==> config.mk <==
export PLATFORM = sky130hd
export DESIGN_NAME = seg7_scan_ctrl
export DESIGN_NICKNAME = d
export VERILOG_FILES = /design/src/rtl/seg7_pkg.sv /design/src/rtl/seg7_decode.sv /design/src/rtl/seg7_scan_ctrl.sv
export SDC_FILE = /design/constraint.sdc
export NUM_CORES = 1
export LEC_CHECK = 0
export BUFFER_PORTS_ARGS = -buffer_cell sky130_fd_sc_hd__buf_2
export CORE_MARGIN = 3
export CORE_UTILIZATION = 49
export CTS_CLUSTER_DIAMETER = 50
export DETAILED_ROUTE_END_ITERATION = 16
export GPL_TIMING_DRIVEN = 1
export PLACE_DENSITY = 0.71
export SYNTH_ARGS = -nofsm -noshare
export SYNTH_HDL_FRONTEND = slang
export SYNTH_SLANG_ARGS = --single-unit
==> constraint.sdc <==
create_clock -name clk_100M -period 3.59 [get_ports clk_100M]
set_input_delay 0.718 -clock clk_100M [delete_from_list [all_inputs] [get_ports clk_100M]]
set_output_delay 0.718 -clock clk_100M [all_outputs]
set_load 0.02 [all_outputs]
==> src/rtl/seg7_pkg.sv <==
// seg7_pkg -- shared constants for the multiplexed seven-segment display path.
//   SEG_OFF   : all segments dark (active-low)
//   SEG_GLYPH : hex glyphs 0-F, active-low {dp, g, f, e, d, c, b, a}, dp bit off
//   sel_w()   : width of a binary digit index, never less than 1
package seg7_pkg;

  localparam logic [7:0] SEG_OFF = 8'hFF;

  // Index 15 is leftmost in the packed concatenation.
  localparam logic [15:0][7:0] SEG_GLYPH = {
    8'h8E, 8'h86, 8'hA1, 8'hC6,   // F E d C
    8'h83, 8'h88, 8'h90, 8'h80,   // b A 9 8
    8'hF8, 8'h82, 8'h92, 8'h99,   // 7 6 5 4
    8'hB0, 8'hA4, 8'hF9, 8'hC0    // 3 2 1 0
  };

  function automatic int sel_w(input int digits);
    return (digits > 1) ? $clog2(digits) : 1;
  endfunction

endpackage

==> src/rtl/seg7_decode.sv <==
// seg7_decode -- combinational hex digit to active-low segment pattern.
//   hex_i   : 4-bit digit value
//   dp_i    : 1 = decimal point lit
//   blank_i : 1 = whole digit dark (overrides value and dp)
//   seg_o   : active-low {dp, g, f, e, d, c, b, a}
module seg7_decode
  import seg7_pkg::*;
(
  input  logic [3:0] hex_i,
  input  logic       dp_i,
  input  logic       blank_i,
  output logic [7:0] seg_o
);

  always_comb begin
    seg_o = SEG_OFF;
    if (!blank_i) begin
      seg_o = {~dp_i, SEG_GLYPH[hex_i][6:0]};
    end
  end

endmodule

==> src/rtl/seg7_scan_ctrl.sv <==
// seg7_scan_ctrl -- tear-free multiplexed seven-segment display controller.
// A loaded word waits in a pending register and is copied to the displayed
// image only at a frame boundary; digits are then scanned one at a time.
//   clk_100M, rst_n : clock, asynchronous active-low reset
//   load            : capture data_in / dp_in / blank_in into pending
//   data_in         : DIGITS hex nibbles, digit 0 in the low nibble
//   dp_in, blank_in : per-digit decimal point / dark control
//   busy            : pending word not yet committed
//   upd_done        : one-cycle pulse the cycle after a commit
//   frame_tick      : combinational pulse in the frame-boundary cycle
//   seg_cs          : binary index of the driven digit (registered)
//   seg_data        : active-low segments of that digit (registered)
// Build option: define SEG7_LZS_EN for leading-zero suppression.
module seg7_scan_ctrl
  import seg7_pkg::*;
#(
  parameter int DIGITS  = 6,
  parameter int CLK_HZ  = 100_000_000,
  parameter int SCAN_HZ = 1000,
  parameter int SEL_W   = sel_w(DIGITS)
) (
  input  logic                clk_100M,
  input  logic                rst_n,
  input  logic                load,
  input  logic [4*DIGITS-1:0] data_in,
  input  logic [DIGITS-1:0]   dp_in,
  input  logic [DIGITS-1:0]   blank_in,
  output logic                busy,
  output logic                upd_done,
  output logic                frame_tick,
  output logic [SEL_W-1:0]    seg_cs,
  output logic [7:0]          seg_data
);

  localparam int SCAN_DIV = CLK_HZ / SCAN_HZ;
  localparam int CNT_W    = $clog2(SCAN_DIV);
  localparam logic [CNT_W-1:0] CNT_LAST = CNT_W'(SCAN_DIV - 1);
  localparam logic [SEL_W-1:0] IDX_LAST = SEL_W'(DIGITS - 1);

  logic [CNT_W-1:0]    cnt_q, cnt_d;
  logic [SEL_W-1:0]    idx_q, idx_d;
  logic [SEL_W-1:0]    seg_cs_q, seg_cs_d;
  logic [7:0]          seg_data_q, seg_data_d;
  logic [4*DIGITS-1:0] pend_data_q, pend_data_d, act_data_q, act_data_d;
  logic [DIGITS-1:0]   pend_dp_q, pend_dp_d, act_dp_q, act_dp_d;
  logic [DIGITS-1:0]   pend_blank_q, pend_blank_d, act_blank_q, act_blank_d;
  logic                busy_q, busy_d;
  logic                upd_done_q, upd_done_d;

  logic                scan_en, frame_bd, commit;
  logic [DIGITS-1:0]   lz_mask;
  logic [3:0]          sel_hex;
  logic                sel_dp, sel_blank;
  logic [7:0]          dec_seg;

  always_comb begin
    scan_en  = (cnt_q == CNT_LAST);
    frame_bd = scan_en && (idx_q == IDX_LAST);
    commit   = frame_bd && busy_q;

    cnt_d = scan_en ? '0 : cnt_q + 1'b1;
    idx_d = idx_q;
    if (scan_en) begin
      idx_d = frame_bd ? '0 : idx_q + 1'b1;
    end

    // Commit reads pending before this edge's load overwrites it.
    act_data_d  = commit ? pend_data_q  : act_data_q;
    act_dp_d    = commit ? pend_dp_q    : act_dp_q;
    act_blank_d = commit ? pend_blank_q : act_blank_q;

    pend_data_d  = load ? data_in  : pend_data_q;
    pend_dp_d    = load ? dp_in    : pend_dp_q;
    pend_blank_d = load ? blank_in : pend_blank_q;

    busy_d     = load | (busy_q & ~commit);
    upd_done_d = commit;
  end

`ifdef SEG7_LZS_EN
  logic lz_lead;

  // Walk down from the top digit; suppression holds while digits are zero
  // with dp off. Digit 0 is always shown.
  always_comb begin
    lz_mask = '0;
    lz_lead = 1'b1;
    for (int k = DIGITS - 1; k >= 1; k--) begin
      lz_lead    = lz_lead & (act_data_d[4*k +: 4] == 4'h0) & ~act_dp_d[k];
      lz_mask[k] = lz_lead;
    end
  end
`else
  assign lz_mask = '0;
`endif

  // Decode the digit about to be selected, from the post-commit image, so the
  // first digit of a new frame already shows the new word.
  always_comb begin
    sel_hex   = 4'h0;
    sel_dp    = 1'b0;
    sel_blank = 1'b1;
    for (int k = 0; k < DIGITS; k++) begin
      if (idx_d == SEL_W'(k)) begin
        sel_hex   = act_data_d[4*k +: 4];
        sel_dp    = act_dp_d[k];
        sel_blank = act_blank_d[k] | lz_mask[k];
      end
    end
  end

  seg7_decode u_decode (
    .hex_i   (sel_hex),
    .dp_i    (sel_dp),
    .blank_i (sel_blank),
    .seg_o   (dec_seg)
  );

  assign seg_cs_d   = scan_en ? idx_d   : seg_cs_q;
  assign seg_data_d = scan_en ? dec_seg : seg_data_q;

  always_ff @(posedge clk_100M or negedge rst_n) begin
    if (!rst_n) begin
      cnt_q        <= '0;
      idx_q        <= '0;
      seg_cs_q     <= '0;
      seg_data_q   <= SEG_OFF;
      pend_data_q  <= '0;
      pend_dp_q    <= '0;
      pend_blank_q <= '0;
      act_data_q   <= '0;
      act_dp_q     <= '0;
      act_blank_q  <= '0;
      busy_q       <= 1'b0;
      upd_done_q   <= 1'b0;
    end else begin
      cnt_q        <= cnt_d;
      idx_q        <= idx_d;
      seg_cs_q     <= seg_cs_d;
      seg_data_q   <= seg_data_d;
      pend_data_q  <= pend_data_d;
      pend_dp_q    <= pend_dp_d;
      pend_blank_q <= pend_blank_d;
      act_data_q   <= act_data_d;
      act_dp_q     <= act_dp_d;
      act_blank_q  <= act_blank_d;
      busy_q       <= busy_d;
      upd_done_q   <= upd_done_d;
    end
  end

  assign busy       = busy_q;
  assign upd_done   = upd_done_q;
  assign frame_tick = frame_bd;
  assign seg_cs     = seg_cs_q;
  assign seg_data   = seg_data_q;

endmodule
==> run summary <==
initial antenna violation count - 0
I/O pin cnt - 53
Rel. slew slack - 43.4%
worst-path maximum fanout - 7
MaxCap Viol Count - 0
Max Used Layer - met4
vias - 3427
Design Power - 2.05 mW
Worst Hold Slack - 0.377 ns
port bufs - 52
post-route clock period utilization - 96.7%
post-synthesis cell count - 433
Worst setup SP type - register
design area - 5660 sq um
CP Capture Type - register
nets - 556
M1 wire length - 4620 um
Die ar. - 11100 sq um
Worst Path Buf+Inv - 1
CP Data Required Time - 3.88 ns
pwr dens - 362 nW/um^2
distinct cell type count after synthesis - 59
root buf cell - clkbuf_8
Logic pwr share - 4.8%
post-synthesis sequential area ratio - 54.6%
Sequential Power Share - 60.8%
commonest non-fill, non-tap cell in the layout - dfrtp_1
gr ovfl total - 0
WL met2 - 4710 um
die width - 105 um
drt total wl - 9870 um
Final min period - 3.47 ns
Avg Vias per Cell - 5.34
final hold violations - 0
htree depth - 3
Ant. Diodes - 0
dpl hpwl - 7030 um
detailed-route DRC error count - 0
layout cells sized above 1 - 33.5%
Mapped Nets - 481
synth warn - 0
post-layout util - 60.1%
pin count of the biggest net entering global routing - 53
Clock Power Share - 34.4%
vias in the first global route - 3443
Synth async-reset ratio - 100%
clock buffer count from CTS - 9
WL met3 - 431 um
clock tree buffer depth - 2
RSZ-0062 raised after global routing - yes
CTS tree - done
Mapped Avg Cell Area - 11.2 sq um
WL/cell - 15.4 um
Area after DPL - 5450 sq um
TNS Setup - 0 ns
Yosys top cell by area - dfrtp_1
final setup vio count - 0
Core Region - 9420 sq um
number of synthesized register bits - 105
Synth area leaders - dfrtp_1 50%, mux2_2 11%, nand2_1 5.2%, dfstp_2 4.4%, nand3_1 2.8%
VDD IR-drop max - 0.000287 V
CTS sink count - 105
cell family with most CP delay - simple AND/OR/NAND/NOR gates
initial drt markers - 174
number of synthesized flops with an enable pin - 0
Internal - 1.57 mW
outcome - finished clean
Worst Path Arrival - 3.77 ns
CP Class - reg2reg
Initial Utilization - 51.3%
Least-Margin Pin Slew - 0.849 ns
commonest cells after routing, fill and taps aside - 97 x dfrtp_1, 67 x nand2_1, 51 x buf_2
first-pass GRT wire length - 16700 um
Final Wtd Congestion - 0.876
ys flop type - dfrtp_1
CP max stage cell - or4b_4
max frequency - 288 MHz
Antenna Nets Post-Route - 0
Setup Fix Bufs, Post-CTS - 0
mapped cell area - 4830 sq um
sw power - 0.476 mW
row cnt - 35
total global-route track usage - 18.7%
Area Growth Syn to Fin - 17.2%
crit path cell chain - or4b_4 > or4_4 > nor2_4 > mux2_2 > a2111oi_2 > a211o_1 > inv_2 > ha_1 > mux2_1 > a211oi_1 > nor2_1
critical path's largest stage delay - 0.54 ns
Die H - 105 um
Final Max Slew Viols - 0
DR pass1 iterations - 4
switching part of the total - 23.2%
Worst-Skew Late Latency - 0.37 ns
share of the synthesized area in the top cell type - 50.2%
Final Skew - 0.0166 ns
Worst-path clk slew - 0.09 ns
hold-fix buffers at CTS - 0
total leakage power - 2.80 nW
Worst Hold Class - in2async
-- per-layer routing --
layer / global-route usage, % / vias to the layer above
met4: 5.44 / 0
met1: 25.7 / 1685
met3: 4.04 / 9
met2: 30.1 / 69
li1: - / 1664
met5: 0 / -
-- cells in the mapped netlist, drive strengths merged (2+ instances only) --
cell type / n
and3: 4
nand3: 27
nand2: 67
or3: 2
a21oi: 13
a2111oi: 2
nor3: 2
buf: 8
inv: 7
xnor2: 7
a211oi: 2
nand4bb: 2
o211ai: 4
nand4: 3
nor2b: 4
nand2b: 5
ha: 9
a31oi: 3
nor3b: 2
xor2: 7
clkbuf: 11
nor4: 3
and2: 3
dfrtp: 97
mux2i: 10
mux2: 51
dfstp: 8
nor2: 30
a221oi: 3
o21ai: 19
-- repair_timing --
| action | CTS | global route |
|---|---|---|
| gates resized for setup | 1 | 7 |
| endpoints found under the setup margin | 2 | 5 |
| endpoints found under the hold margin | 0 | 0 |
| pin swaps | 0 | 1 |
-- layout make-up --
cell class | instances | area (sq um)
Sequential cell | 105 | 2640
Fill cell | 822 | 3750
Inverter | 8 | 30.0
Timing Repair Buffer | 83 | 524
Multi-Input combinational cell | 301 | 2120
Clock buffer | 12 | 155
Clock inverter | 4 | 33.8
Tap cell | 129 | 161
-- through the flow --
step	worst slack (ns)	std cells
3_5_place_dp	-0.0153	626
4_1_cts	0.0951	642
5_1_grt	-0.0288	642
2_1_floorplan	0.0228	433
3_3_place_gp	0.0540	626
6_report	0.117	642
-- sequential cells by signal (all words and copies together) (netlist names) --
name	cells
upd_done	1
pend_blank_q	6
seg_data	8
act_dp_q	6
busy	1
act_blank_q	6
pend_dp_q	6
idx_q	3
seg_cs	3
act_data_q	24
pend_data_q	24
cnt_q	17
-- logic make-up after synthesis --
family / share of synthesized area (%)
and+or+nand+nor: 16.0
DFF: 54.6
muxes: 14.1
AOI/OAI and AO/OA: 8.00
buffers and inverters: 2.41
xor gates and xnor gates: 2.54
adders and majority gates: 2.33
-- worst paths after layout --
check	from	endpoint	slack, ns	cells past startpoint
worst max register to register	cnt_q[8]	seg_data[5]	0.12	11
worst max-delay path	cnt_q[8]	seg_data[5]	0.12	11
max in group asynchronous	rst_n	seg_data[5]	2.36	2
worst min register to register	act_blank_q[3]	act_blank_q[3]	0.47	2
min in group clk_100M	act_blank_q[3]	act_blank_q[3]	0.47	2
worst min-delay path	rst_n	cnt_q[9]	0.38	1
-- power by group through the flow --
| stage | logic, mW | clock network, mW | registers, mW |
|---|---|---|---|
| 2_1_floorplan | 0.0496 | 0 | 1.26 |
| 5_1_grt | 0.110 | 0.779 | 1.25 |
| 3_5_place_dp | 0.101 | 0 | 1.27 |
| 4_1_cts | 0.101 | 0.719 | 1.25 |
| 6_report | 0.0977 | 0.705 | 1.25 |
| 3_3_place_gp | 0.0973 | 0 | 1.27 |
Note: power is estimated with default switching activity, not from simulation.
